===== config.mk =====
export PLATFORM = sky130hd
export DESIGN_NAME = pixel_mixer
export DESIGN_NICKNAME = d
export VERILOG_FILES = /design/src/rtl/ducking_pkg.sv /design/src/rtl/pixel_palette.sv /design/src/rtl/pixel_mixer.sv
export SDC_FILE = /design/constraint.sdc
export NUM_CORES = 1
export LEC_CHECK = 0
export BUFFER_PORTS_ARGS = -buffer_cell sky130_fd_sc_hd__buf_2
export CAP_MARGIN = 0
export CORE_ASPECT_RATIO = 0.9
export CORE_MARGIN = 2
export CORE_UTILIZATION = 46
export DETAILED_ROUTE_END_ITERATION = 8
export GPL_ROUTABILITY_DRIVEN = 0
export GPL_TIMING_DRIVEN = 0
export MAX_ROUTING_LAYER = met4
export PLACE_DENSITY_LB_ADDON = 0.1
export SETUP_SLACK_MARGIN = 0.02
export SLEW_MARGIN = 20
export SYNTH_ARGS = -nofsm -noshare
export SYNTH_HDL_FRONTEND = slang
export SYNTH_SLANG_ARGS = --single-unit

===== constraint.sdc =====
create_clock -name CLK -period 2.3 [get_ports CLK]
set_clock_uncertainty 0.1 [all_clocks]
set_input_delay 0 -clock CLK [delete_from_list [all_inputs] [get_ports CLK]]
set_output_delay 0 -clock CLK [all_outputs]
set_load 0.1 [all_outputs]

===== src/rtl/ducking_pkg.sv =====
// Shared definitions for the ducking game video path: palette indices, RGB colours,
// mixer FSM states and default visible-window bounds.
package ducking_pkg;

  localparam logic [3:0] IDX_NONE      = 4'b0000;
  localparam logic [3:0] IDX_DUCK_BODY = 4'b0001;
  localparam logic [3:0] IDX_DUCK_BEAK = 4'b0010;
  localparam logic [3:0] IDX_DUCK_EYE  = 4'b0011;
  localparam logic [3:0] IDX_DUCK_PUPL = 4'b0100;
  localparam logic [3:0] IDX_DUCK_WING = 4'b0101;
  localparam logic [3:0] IDX_DUCK_TAIL = 4'b0110;
  localparam logic [3:0] IDX_GROUND    = 4'b0111;
  localparam logic [3:0] IDX_OBSTACLE  = 4'b1000;

  localparam logic [7:0] RGB_BLACK     = 8'h00;
  localparam logic [7:0] RGB_GROUND    = 8'hB6;
  localparam logic [7:0] RGB_OBSTACLE  = 8'hE0;
  localparam logic [7:0] RGB_YELLOW    = 8'hFC;
  localparam logic [7:0] RGB_ORANGE    = 8'hF4;
  localparam logic [7:0] RGB_WHITE     = 8'hFF;
  localparam logic [7:0] RGB_DARK      = 8'h24;
  localparam logic [7:0] RGB_GREEN     = 8'h1C;
  localparam logic [7:0] RGB_BLUE      = 8'h03;
  localparam logic [7:0] RGB_HITBOX    = 8'hE3;

  typedef enum logic [1:0] {
    RUN   = 2'd0,
    FLASH = 2'd1,
    OVER  = 2'd2
  } mixer_state_t;

  localparam logic [9:0] H_START_DEF = 10'd144;
  localparam logic [9:0] H_END_DEF   = 10'd783;
  localparam logic [9:0] V_START_DEF = 10'd35;
  localparam logic [9:0] V_END_DEF   = 10'd514;

endpackage


===== src/rtl/pixel_palette.sv =====
// Combinational palette LUT: 4-bit pixel index to 3-3-2 RGB.
module pixel_palette
  import ducking_pkg::*;
(
  input  logic [3:0] idx,
  output logic [7:0] rgb
);

  always_comb begin
    unique case (idx)
      IDX_DUCK_BODY: rgb = RGB_YELLOW;
      IDX_DUCK_BEAK: rgb = RGB_ORANGE;
      IDX_DUCK_EYE:  rgb = RGB_WHITE;
      IDX_DUCK_PUPL: rgb = RGB_DARK;
      IDX_DUCK_WING: rgb = RGB_GREEN;
      IDX_DUCK_TAIL: rgb = RGB_BLUE;
      IDX_GROUND:    rgb = RGB_GROUND;
      IDX_OBSTACLE:  rgb = RGB_OBSTACLE;
      default:       rgb = RGB_BLACK;
    endcase
  end

endmodule


===== src/rtl/pixel_mixer.sv =====
// Priority pixel mixer with palette lookup and hit-flash / game-over sequencing.
// Optional PIXEL_MIXER_HITBOX_DEBUG_EN paints duck/obstacle overlap magenta.
module pixel_mixer
  import ducking_pkg::*;
#(
  parameter logic [9:0]  H_START      = H_START_DEF,
  parameter logic [9:0]  H_END        = H_END_DEF,
  parameter logic [9:0]  V_START      = V_START_DEF,
  parameter logic [9:0]  V_END        = V_END_DEF,
  parameter int unsigned FLASH_FRAMES = 8
) (
  input  logic       CLK,
  input  logic       RESET,
  input  logic [9:0] hc,
  input  logic [9:0] vc,
  input  logic       game_running,
  input  logic       restart,
  input  logic [3:0] duck_pix,
  input  logic [3:0] obstacle_pix,
  input  logic [3:0] level_pix,
  output logic [7:0] rgb,
  output logic       collision,
  output logic       flash_active,
  output logic       game_over
);

  localparam logic [7:0] CNT_LAST = 8'(FLASH_FRAMES - 1);

  mixer_state_t state, state_n;
  logic [7:0]   cnt, cnt_n;
  logic         col_n, inv_n;
  logic         vis, origin, origin_q, frame_tick, hit;
  logic [3:0]   idx;
  logic         vis1;
  logic [3:0]   idx1;
  logic [7:0]   pal, rgb_n;

  assign vis = (hc >= H_START) && (hc <= H_END) && (vc >= V_START) && (vc <= V_END);
  assign origin = (hc == '0) && (vc == '0);
  // Counters dwell 4 CLK per value; the edge register keeps one tick per frame.
  assign frame_tick = origin && !origin_q;
  assign hit = vis && game_running && (duck_pix != IDX_NONE) && (obstacle_pix != IDX_NONE);

  always_comb begin
    if (duck_pix != IDX_NONE)          idx = duck_pix;
    else if (obstacle_pix != IDX_NONE) idx = obstacle_pix;
    else                               idx = level_pix;
  end

  always_comb begin
    state_n = state;
    cnt_n   = cnt;
    col_n   = 1'b0;
    unique case (state)
      RUN: if (hit) begin
        col_n   = 1'b1;
        cnt_n   = '0;
        state_n = FLASH;
      end
      FLASH: if (frame_tick) begin
        if (cnt == CNT_LAST) state_n = OVER;
        else                 cnt_n   = cnt + 8'd1;
      end
      OVER: if (restart) begin
        state_n = RUN;
        cnt_n   = '0;
      end
      default: state_n = RUN;
    endcase
  end

  // Inversion follows the next state so it lines up with flash_active on the same cycle.
  assign inv_n = (state_n == FLASH) && cnt_n[0];

  pixel_palette u_palette (
    .idx (idx1),
    .rgb (pal)
  );

`ifdef PIXEL_MIXER_HITBOX_DEBUG_EN
  logic ovl1;

  always_comb begin
    rgb_n = '0;
    if (vis1 && ovl1) rgb_n = RGB_HITBOX;
    else if (vis1)    rgb_n = inv_n ? ~pal : pal;
  end
`else
  always_comb begin
    rgb_n = '0;
    if (vis1) rgb_n = inv_n ? ~pal : pal;
  end
`endif

  always_ff @(posedge CLK) begin
    if (RESET) begin
      state        <= RUN;
      cnt          <= '0;
      origin_q     <= 1'b0;
      vis1         <= 1'b0;
      idx1         <= '0;
      rgb          <= '0;
      collision    <= 1'b0;
      flash_active <= 1'b0;
      game_over    <= 1'b0;
    end else begin
      state        <= state_n;
      cnt          <= cnt_n;
      origin_q     <= origin;
      vis1         <= vis;
      idx1         <= idx;
      rgb          <= rgb_n;
      collision    <= col_n;
      flash_active <= (state_n == FLASH);
      game_over    <= (state_n == OVER);
    end
  end

`ifdef PIXEL_MIXER_HITBOX_DEBUG_EN
  always_ff @(posedge CLK) begin
    if (RESET) ovl1 <= 1'b0;
    else       ovl1 <= (duck_pix != IDX_NONE) && (obstacle_pix != IDX_NONE);
  end
`endif

endmodule


==> qor.txt <==
YS warnings: 0
via count: 1547
max_cap viols: 0
Tmin final: 2.43 ns
CTS Sinks: 31
antenna violations before repair: 0
Main synth FF type: dfxtp_1
final worst slack: -0.127 ns
Netlist Area Pre-Place: 1590 sq um
layout cells sized above 1: 33.3%
I/O pins: 47
full die area: 3940 sq um
Hold Vio Cnt, Final: 0
Die Ht: 59.8 um
met1 usage: 25.3%
first-pass GRT wire length: 5780 um
HPWL after detailed placement: 2590 um
switching power: 0.312 mW
post-synth net total: 230
Vias/cell: 5.23
flop2flop setup slack: -0.13 ns
# diodes: 0
kind of critical path: register to register
internal power: 0.968 mW
Routed Antenna Nets: 0
final core utilization: 63.8%
Peak supply drop: 0.244 mV
CTS H-tree depth: 2
Yosys cell types: 42
async set-or-reset flop fraction in the synthesized netlist: 0%
fmax: 412 MHz
busiest grt layer: met2
startpoint types: register
unrepaired setup endpoints after global routing: true
part of the power in registers: 44.1%
Core ar.: 3350 sq um
sequential element share of the synthesized area: 39.1%
final setup vio count: 9
EDFF count, synth: 0
CTS Buf Count: 5
Initial DRC Count: 62
leading area contributor after synthesis: dfxtp_1
cell area after layout: 2140 sq um
status: complete, but fails checks
IO buf count: 46
Placed Instance Area: 1870 sq um
clock root buffer: clkbuf_8
synth cell count leaders: dfxtp_1, nor2_1, a21oi_1, o21ai_0, nor3_1
routed len/inst: 11.8 um
Total GRT Usage: 20.1%
Leak: 0.885 nW
GR Util met2: 30.3%
most common cell in the netlist: dfxtp_1
Post-Route WL: 3490 um
clock-pin slew on the worst setup and hold paths: 0.06 ns
number of synthesized register bits: 31
Final Max Tran Viols: 0
Synth area leaders: dfxtp_1, a21oi_1, o21ai_0
switch share: 24.4%
violated checks: setup timing
critical path peak fanout: 7
Clk pwr share: 42.1%
WP data arrival: 2.54 ns
Tightest Pin Transition: 0.630 ns
Clock Path Buffers: 2
First-pass DRT Iterations: 4
final non-filler cell total: 296
Critical Path RT: 2.41 ns
part of the power in combinational logic: 13.8%
DRC: 0
fin crit share: 106%
largest net degree at the start of global routing: 11
Starting Density: 47.4%
Syn Inst Count: 188
CP Capture Type: register
die width: 66.0 um
Pwr Density: 598 nW/um^2
Inst Count DP: 278
Post-Place Setup Slack: -0.252 ns
row cnt: 20
CTS tree: yes
Setup TNS Final: -0.972 ns
met3 Use GR: 4.52%
Hold Crit Class: input port to register
nets: 293
Layout area overhead: 34.6%
grt ovf: 0
Worst slew margin: 57.6%
post-synth top area share: 39.1%
worst skew pair latency: 0.28 ns
Synth Area per Inst: 8.45 sq um
number of global-route vias before repair: 1357
## power groups by stage
stage | Sequential [mW] | Combinational (mW) | Clock (mW)
floorplan | 0.610 | 0.0718 | 0
global placement | 0.576 | 0.167 | 0
detailed placement | 0.576 | 0.168 | 0
CTS | 0.565 | 0.171 | 0.554
global route | 0.567 | 0.195 | 0.566
finish | 0.565 | 0.176 | 0.539
## state kept, by name, indices dropped and copies added (netlist names)
name / count
origin_q: 1
cnt: 8
u_palette.rgb: 8
collision: 1
vis1: 1
flash_active: 1
game_over: 1
state: 2
rgb: 8
## through the flow
stage | hold slack (ns) | total power, mW
after CTS | 0.0144 | 1.29
after detailed placement | 0.224 | 0.745
after global placement | 0.219 | 0.743
final | 0.0204 | 1.28
after floorplan | 0.0849 | 0.681
after global routing | 0.0890 | 1.33
## path summary, 6_finish.rpt
| kind | startpoint | end | depth (start not counted) |
|---|---|---|---|
| min reg2reg | u_palette.rgb[3]$_SDFF_PP0_ | rgb[3]$_SDFF_PP0_ | 2 |
| max | cnt[7]$_SDFFE_PP0P_ | rgb[7]$_SDFF_PP0_ | 8 |
| min | RESET | u_palette.rgb[3]$_SDFF_PP0_ | 4 |
| max reg2reg | cnt[7]$_SDFFE_PP0P_ | rgb[7]$_SDFF_PP0_ | 8 |
## critical path, stage by stage (launching register included)
cell and delay [ns]:
dfxtp_2 0.32, or4_4 0.54, or3_4 0.35, a31oi_4 0.17, and3_4 0.22, a211oi_4 0.05
buf_6 0.13, or3_1 0.34, a21oi_1 0.13
## cells by family (layout without fill, tap and decap cells)
family,Yosys count,count (layout),share of synthesized area (%)
xor+xnor,4,4,2.21
mux,3,3,1.97
simple gates,82,82,29.4
buf+inv,12,76,3.31
compound gates,50,50,19.4
fa+ha+maj,6,6,4.72
flops,31,31,39.1
## layout by cell type (no fill, tap or decap), drive strengths merged, types with 2 or more instances in the layout
master and count:
dlygate4sd3 3, nand3 4, o21bai 2, ha 6, nor3 10, and4 2, a21oi 17, mux2i 2
and4b 2, dfxtp 31, a21boi 2, nand2 6, or3 9, and3 2, nor2 21, xor2 3
clkbuf 9, inv 6, and2 2, o31ai 6, nand4 4, buf 56, o21ai 16, or2 3
or4 2, nor3b 2, nand2b 4, nor4 6
## routing by layer
layer	vias up	share of wire, %
met1	665	48
met4	0	2.5
met3	5	6.6
met2	60	43
met5	-	0
li1	817	-
## area by class of cell
| type | instances | area, sq um |
|---|---|---|
| flip-flops and latches | 31 | 624 |
| repair buffers | 56 | 314 |
| well taps | 44 | 55.1 |
| clock inverters | 2 | 35.0 |
| clock buffers | 6 | 82.6 |
| multi-input cells | 145 | 976 |
| inverters | 6 | 22.5 |
| plain buffers | 6 | 30.0 |
| fillers | 311 | 1210 |
## what timing repair did
action	4_1_cts	5_1_grt
setup endpoints to repair	9	18
endpoints found under the hold margin	2	0
gates resized for setup	11	6
pin swaps	11	7
setup buffers	4	2
hold buffers	3	0
cloned	1	0
No activity file was read; power rests on OpenSTA's default activity.
